### config.mk
export PLATFORM = sky130hd
export DESIGN_NAME = capture_integrator
export DESIGN_NICKNAME = d
export VERILOG_FILES = /design/src/rtl/capture_integrator.sv
export SDC_FILE = /design/constraint.sdc
export NUM_CORES = 2
export LEC_CHECK = 0
export ABC_AREA = 0
export ABC_CLOCK_PERIOD_IN_PS = 11900
export CAP_MARGIN = 25
export CORE_ASPECT_RATIO = 1.5
export CORE_MARGIN = 4
export CORE_UTILIZATION = 45
export DETAILED_ROUTE_END_ITERATION = 6
export SYNTH_ARGS = -nofsm -noshare
export SYNTH_HDL_FRONTEND = slang
export SYNTH_SLANG_ARGS = --single-unit
### constraint.sdc
create_clock -name clk -period 11.9 [get_ports clk]
set_input_delay 1.19 -clock clk [delete_from_list [all_inputs] [get_ports clk]]
set_output_delay 1.19 -clock clk [all_outputs]
set_load 0.03 [all_outputs]
### src/rtl/capture_integrator.sv
//------------------------------------------------------------------------------
// Module      : capture_integrator
// Description : Integrates ADC samples over capture region windows and queues
//               one {region, sum, count, trunc} result per window in a FWFT
//               FIFO. Optional squared-sum accumulator: CAPINT_SUMSQ_EN.
// Revision    : 1.0 - initial release
//------------------------------------------------------------------------------
`default_nettype none

module capture_integrator #(
    parameter int DATA_W     = 18,
    parameter int ACC_W      = 40,
    parameter int FIFO_DEPTH = 16
) (
    input  logic                 clk,
    input  logic                 rst,
    input  logic                 cap_ena,
    input  logic                 cap_start,
    input  logic [3:0]           cap_region,
    input  logic [15:0]          cap_region_size,
    input  logic                 adc_valid,
    input  logic [DATA_W-1:0]    adc_data,
    output logic                 out_valid,
    input  logic                 out_ready,
    output logic [3:0]           out_region,
    output logic [ACC_W-1:0]     out_sum,
    output logic [15:0]          out_count,
    output logic                 out_trunc,
`ifdef CAPINT_SUMSQ_EN
    output logic [2*DATA_W+15:0] out_sumsq,
`endif
    output logic                 busy,
    output logic [15:0]          ovf_cnt,
    output logic                 ena_err
);

    localparam logic [0:0] c_IDLE  = 1'b0;
    localparam logic [0:0] c_INTEG = 1'b1;
    localparam int c_AW     = $clog2(FIFO_DEPTH);
    localparam int c_BASE_W = 1 + 16 + ACC_W + 4;
`ifdef CAPINT_SUMSQ_EN
    localparam int c_SQ_W    = 2*DATA_W + 16;
    localparam int c_ENTRY_W = c_BASE_W + c_SQ_W;
`else
    localparam int c_ENTRY_W = c_BASE_W;
`endif
    localparam logic [c_AW:0] c_DEPTH = (c_AW+1)'(FIFO_DEPTH);

    logic [0:0]       r_state, w_state_nxt;
    logic [3:0]       r_region;
    logic [15:0]      r_size, r_win_cnt, r_cnt;
    logic [ACC_W-1:0] r_acc;
    logic             r_ena_err;
    logic [15:0]      r_ovf_cnt;

    logic             w_start, w_new_zero, w_load, w_accum;
    logic             w_old_push, w_old_trunc, w_zero_push, w_ena_fall;
    logic [15:0]      w_idx, w_cnt_sum;
    logic [ACC_W-1:0] w_sample, w_acc_sum;
    logic [c_BASE_W-1:0]  w_old_base, w_zero_base;
    logic [c_ENTRY_W-1:0] w_old_entry, w_zero_entry;

    assign w_start    = cap_start && cap_ena;
    assign w_new_zero = (cap_region_size == 16'd0);
    assign w_idx      = r_win_cnt + 16'd1;
    assign w_sample   = adc_valid ? {{(ACC_W-DATA_W){adc_data[DATA_W-1]}}, adc_data} : '0;
    assign w_acc_sum  = r_acc + w_sample;
    assign w_cnt_sum  = (r_cnt == 16'hFFFF) ? r_cnt : r_cnt + {15'd0, adc_valid};

    // A truncated result excludes the cap_start sample; it opens the next window.
    assign w_old_base  = w_old_trunc ? {1'b1, r_cnt, r_acc, r_region}
                                     : {1'b0, w_cnt_sum, w_acc_sum, r_region};
    assign w_zero_base = {1'b0, {15'd0, adc_valid}, w_sample, cap_region};

`ifdef CAPINT_SUMSQ_EN
    logic [c_SQ_W-1:0]     r_sq, w_sq, w_sq_sum;
    logic [2*DATA_W-1:0]   w_adc_x, w_prod;
    assign w_adc_x      = {{DATA_W{adc_data[DATA_W-1]}}, adc_data};
    assign w_prod       = w_adc_x * w_adc_x;
    assign w_sq         = adc_valid ? {16'd0, w_prod} : '0;
    assign w_sq_sum     = r_sq + w_sq;
    assign w_old_entry  = {(w_old_trunc ? r_sq : w_sq_sum), w_old_base};
    assign w_zero_entry = {w_sq, w_zero_base};
`else
    assign w_old_entry  = w_old_base;
    assign w_zero_entry = w_zero_base;
`endif

    always_comb begin
        w_state_nxt = r_state;
        w_load      = 1'b0;
        w_accum     = 1'b0;
        w_old_push  = 1'b0;
        w_old_trunc = 1'b0;
        w_zero_push = 1'b0;
        w_ena_fall  = 1'b0;
        case (r_state)
            c_IDLE: begin
                if (w_start) begin
                    if (w_new_zero) begin
                        w_zero_push = 1'b1;
                    end else begin
                        w_load      = 1'b1;
                        w_state_nxt = c_INTEG;
                    end
                end
            end
            c_INTEG: begin
                if (!cap_ena) begin
                    w_ena_fall  = 1'b1;
                    w_state_nxt = c_IDLE;
                end else begin
                    if (w_idx == r_size) begin
                        w_old_push  = 1'b1;
                        w_state_nxt = c_IDLE;
                    end else if (cap_start) begin
                        w_old_push  = 1'b1;
                        w_old_trunc = 1'b1;
                    end else begin
                        w_accum = 1'b1;
                    end
                    // A zero-size restart completes on this clock as a second push.
                    if (cap_start) begin
                        if (w_new_zero) begin
                            w_zero_push = 1'b1;
                            w_state_nxt = c_IDLE;
                        end else begin
                            w_load      = 1'b1;
                            w_state_nxt = c_INTEG;
                        end
                    end
                end
            end
            default: w_state_nxt = c_IDLE;
        endcase
    end

    always_ff @(posedge clk) begin
        if (rst) begin
            r_state   <= c_IDLE;
            r_region  <= 4'd0;
            r_size    <= 16'd0;
            r_win_cnt <= 16'd0;
            r_cnt     <= 16'd0;
            r_acc     <= '0;
            r_ena_err <= 1'b0;
`ifdef CAPINT_SUMSQ_EN
            r_sq      <= '0;
`endif
        end else begin
            r_state <= w_state_nxt;
            if (w_load) begin
                r_region  <= cap_region;
                r_size    <= cap_region_size;
                r_win_cnt <= 16'd0;
                r_acc     <= w_sample;
                r_cnt     <= {15'd0, adc_valid};
`ifdef CAPINT_SUMSQ_EN
                r_sq      <= w_sq;
`endif
            end else if (w_accum) begin
                r_win_cnt <= w_idx;
                r_acc     <= w_acc_sum;
                r_cnt     <= w_cnt_sum;
`ifdef CAPINT_SUMSQ_EN
                r_sq      <= w_sq_sum;
`endif
            end
            if (w_ena_fall) begin
                r_ena_err <= 1'b1;
            end
        end
    end

    // Result FIFO: up to two writes per clock, slot 0 always filled first.
    logic [c_ENTRY_W-1:0] r_mem [FIFO_DEPTH];
    logic [c_AW-1:0]      r_wr_ptr, r_rd_ptr;
    logic [c_AW:0]        r_fill, w_free;
    logic [c_ENTRY_W-1:0] w_slot0, w_head;
    logic                 w_req0, w_req1, w_acc0, w_acc1, w_pop, w_empty;
    logic [1:0]           w_n_req, w_n_acc, w_drops;
    logic [16:0]          w_ovf_sum;

    assign w_req0    = w_old_push || w_zero_push;
    assign w_req1    = w_old_push && w_zero_push;
    assign w_slot0   = w_old_push ? w_old_entry : w_zero_entry;
    assign w_empty   = (r_fill == '0);
    assign w_pop     = !w_empty && out_ready;
    assign w_free    = c_DEPTH - r_fill + (c_AW+1)'(w_pop);
    assign w_acc0    = w_req0 && (w_free != '0);
    assign w_acc1    = w_req1 && (w_free >= (c_AW+1)'(2));
    assign w_n_req   = {1'b0, w_req0} + {1'b0, w_req1};
    assign w_n_acc   = {1'b0, w_acc0} + {1'b0, w_acc1};
    assign w_drops   = w_n_req - w_n_acc;
    assign w_ovf_sum = {1'b0, r_ovf_cnt} + {15'd0, w_drops};

    always_ff @(posedge clk) begin
        if (w_acc0) begin
            r_mem[r_wr_ptr] <= w_slot0;
        end
        if (w_acc1) begin
            r_mem[r_wr_ptr + c_AW'(1)] <= w_zero_entry;
        end
    end

    always_ff @(posedge clk) begin
        if (rst) begin
            r_wr_ptr  <= '0;
            r_rd_ptr  <= '0;
            r_fill    <= '0;
            r_ovf_cnt <= 16'd0;
        end else begin
            r_wr_ptr  <= r_wr_ptr + c_AW'(w_n_acc);
            r_rd_ptr  <= r_rd_ptr + c_AW'(w_pop);
            r_fill    <= r_fill + (c_AW+1)'(w_n_acc) - (c_AW+1)'(w_pop);
            r_ovf_cnt <= w_ovf_sum[16] ? 16'hFFFF : w_ovf_sum[15:0];
        end
    end

    // Fields read as zero whenever nothing is presented.
    assign w_head     = w_empty ? '0 : r_mem[r_rd_ptr];
    assign out_valid  = !w_empty;
    assign out_region = w_head[3:0];
    assign out_sum    = w_head[ACC_W+3:4];
    assign out_count  = w_head[ACC_W+19:ACC_W+4];
    assign out_trunc  = w_head[ACC_W+20];
`ifdef CAPINT_SUMSQ_EN
    assign out_sumsq  = w_head[c_ENTRY_W-1:c_BASE_W];
`endif
    assign busy       = (r_state == c_INTEG);
    assign ovf_cnt    = r_ovf_cnt;
    assign ena_err    = r_ena_err;

endmodule

`default_nettype wire
==> summary.txt <==
Clock network
  – Setup bufs post-CTS: 0
  – CTS clk-pin slew, worst paths: 0.06 ns
  – CTS resizes: 0
  – CTS Hold Buffers Added: 0
  – Clock latency at the later pin of the worst-skew pair: around 0.73 ns
  – Deepest clock path buffer count: 3
  – Root buf cell: clkbuf_16
  – CTS buffer count: 104
  – H-tree depth: 3
  – CTS tree: done
  – # clock sinks: 1099

Global routing
  – Congestion Overflow GR: 0
  – Antenna violations before repair: 11
  – Number of global-route vias before repair: roughly 40000
  – First-pass GRT wire length: 268000 microns
  – Tot GR Track Use: 0.300
  – Largest net degree at the start of global routing: 67

Routing
  – Drt total wl: 187000 microns
  – Vias: roughly 40000
  – DR iter-0 viols: just over 5000
  – Vias per cell: 6.65
  – # DRC: 0
  – Final ANT Viol Nets: 0
  – Wirelength per Cell: 31.1 microns
  – Router iterations before antenna repair: 6

Floorplan
  – Die Height: 427 microns
  – Die W: between 200 and 300 microns
  – Die area: 123000 sq um
  – Cell row count: about 150
  – Core area: roughly 120000 sq um
  – Starting Density: 0.454
  – I/O pins: 124

Yosys
  – Synth Flop Type: edfxtp_1
  – Post-Syn Area: 52700 sq um
  – Mapped Cells: 4477
  – Yosys warnings: 0
  – Async S/R FF share, synth: 0
  – Sequential fraction of the synthesis area: 0.554
  – Mapped Nets: 4584
  – Post-synth EDFFs: 720
  – Syn_area_per_cell: between 10 and 15 sq um
  – FF+latch count, synth: ~1100
  – Yosys cell types: 84

Cells and area
  – Final net count: roughly 4500
  – Area Growth Syn to Fin: 11.6%
  – Fin area: 58900 sq um
  – Non-filler cells, final: 6006
  – Fill count: 10300
  – Share of cells above drive strength 1: 0.161
  – Most frequent cells in the layout: o21ai_0 (721), edfxtp_1 (720), dfxtp_1 (375), mux4_2 (305), nand2_1 (291)
  – Commonest non-fill, non-tap cell in the layout: o21ai_0

Critical path
  – Critical path fanouts, max: 63
  – Crit path arrival time: a little over 7 ns
  – R2R depth: 26
  – Crit path buf inv count: 4
  – CP most frequent cell: ha_1
  – WP data required: about 13 ns
  – WS Path Type: reg -> reg
  – R2r endpoint: ovf_cnt[0]
  – CP peak stage delay: 0.81 ns
  – FF-to-FF setup slack: 5.47 ns
  – RR Startpoint: r_fill[2]
  – CP startpoint kind: register
  – CP Capture Type: register
  – Cell with the largest stage delay on the worst path: or4b_4
  – Top Family by Delay on Critical Path: simple AND/OR/NAND/NOR gates

STA
  – Worst-case clock skew: 0.0384 ns
  – Slew HR: 0.243
  – F_max: between 150 and 200 MHz
  – Fin. max-slew vios: 0
  – Worst setup margin: 5.47 ns
  – RSZ-0062 raised after global routing: no
  – Actual slew at the worst max-slew pin: 1.13 ns
  – Tmin final: 6.43 ns
  – Final hold violation count: 0
  – Final period util: 0.540
  – Final setup viols: 0
  – Hold_ws: 0.458 ns
  – Setup tns final: 0 ns

Place
  – Pre-CTS setup slack: 5.29 ns
  – # port buffers: 123
  – Placed instance area: roughly 55000 sq um
  – Placer Congestion: 0.946
  – Post-DP HPWL: 105000 microns
  – # placed instances: 5791

Min path
  – Tightest Hold Check Type: reg -> reg
  – Hold_sp: r_region[1]
  – Hold path endpoint: r_region[1]
  – Hold depth: 2

Pwr
  – Pwr Density: 154 nW/um^2
  – Lkg Pwr: 19.5 nW
  – Maximum vdd drop: 0.000111 V

Status
  – Outcome: complete, no violations

Flow run
  – Max cap viols: 0
## cells by family (layout without fill, tap and decap cells)
logic type	Yosys count	after routing	synth area share
AO/OA/AOI/OAI	1355	1355	0.147
multiplexers	312	312	0.132
XOR/XNOR	109	109	0.0182
other	0	11	0
AND/OR/NAND/NOR	1031	1031	0.0944
adder cells (fa/ha/maj)	63	63	0.0155
buffers and inverters	508	476	0.0392
flip-flops	1099	1099	0.554
## registers in the layout, indices dropped and copies added, names as in the netlist, 5 cells and up
signal,count
r_win_cnt,16
r_fill,5
r_cnt,16
r_acc,40
ovf_cnt,16
r_size,16
r_mem,976
## cells in the mapped netlist (18+ instances only)
master | n | area (sq um)
nor2_1 | 138 | 518
xor2_1 | 44 | 385
inv_1 | 46 | 173
ha_1 | 59 | 738
o21ai_1 | 37 | 185
edfxtp_1 | 720 | 21600
xnor2_1 | 64 | 561
nand2_1 | 320 | 1200
nand4_1 | 36 | 225
or3_1 | 19 | 119
o21ai_2 | 29 | 254
nor3_1 | 44 | 220
o22ai_1 | 271 | 1700
and2_1 | 70 | 438
buf_2 | 42 | 210
and3_1 | 20 | 125
dfxtp_1 | 379 | 7590
clkbuf_1 | 357 | 1340
mux4_2 | 305 | 6870
buf_1 | 36 | 135
nand3_1 | 305 | 1530
o31ai_1 | 18 | 135
o21ai_0 | 721 | 3610
a21oi_1 | 140 | 701
## worst reg2reg max path, delay by kind of cell (launching register included)
family / cells / cell delay, ns
adders and majority gates: 6 / 1.40
DFF: 1 / 0.33
xor gates and xnor gates: 3 / 0.53
AOI/OAI and AO/OA: 3 / 0.36
and+or+nand+nor: 10 / 3.21
buffers and inverters: 4 / 0.53
## metal layers
layer | share of wire | global-route usage | up-vias
li1 | - | - | 16900
met1 | 0.35 | 0.363 | 19900
met2 | 0.49 | 0.507 | 2448
met3 | 0.095 | 0.0544 | 692
met4 | 0.065 | 0.169 | 8
met5 | 0.00029 | 0 | -
## power breakdown
part | switching (W) | internal (W) | leakage [nW]
registers | 0.0000535 | 0.00404 | 10.3
logic | 0.000814 | 0.000700 | 7.43
clock network | 0.00151 | 0.00192 | 1.70
total | 0.00238 | 0.00667 | 19.5
## per-stage QoR
stage,utilization,power (W)
2_1_floorplan,-,0.00526
3_3_place_gp,0.474,0.00569
3_5_place_dp,0.475,0.00570
4_1_cts,0.505,0.00908
5_1_grt,0.506,0.00931
6_report,0.506,0.00905
## area by class of cell
| cell class | instances | area [sq um] | area share |
|---|---|---|---|
| diodes | 11 | 27.5 | 0.000468 |
| clock buffers | 143 | 2940 | 0.0500 |
| clock inverters | 50 | 504 | 0.00857 |
| inverters | 48 | 180 | 0.00306 |
| multi-input cells | 2870 | 21800 | 0.371 |
| flip-flops and latches | 1099 | 29200 | 0.497 |
| well taps | 1550 | 1940 | 0.0330 |
| repair buffers | 235 | 2200 | 0.0373 |
## how the worst max path moves through the flow
stage	startpoint	endpoint	slack, ns	depth (start not counted)
after floorplan	r_fill[2]	ovf_cnt[10]	6.03	29
after global placement	cap_region_size[2]	ovf_cnt[0]	5.34	20
after detailed placement	cap_region_size[2]	ovf_cnt[0]	5.29	20
after CTS	r_rd_ptr[0]	out_region[0]	5.13	6
after global routing	r_fill[2]	ovf_cnt[0]	5.00	26
final	r_fill[2]	ovf_cnt[0]	5.47	26
No activity file was read; power rests on OpenSTA's default activity.
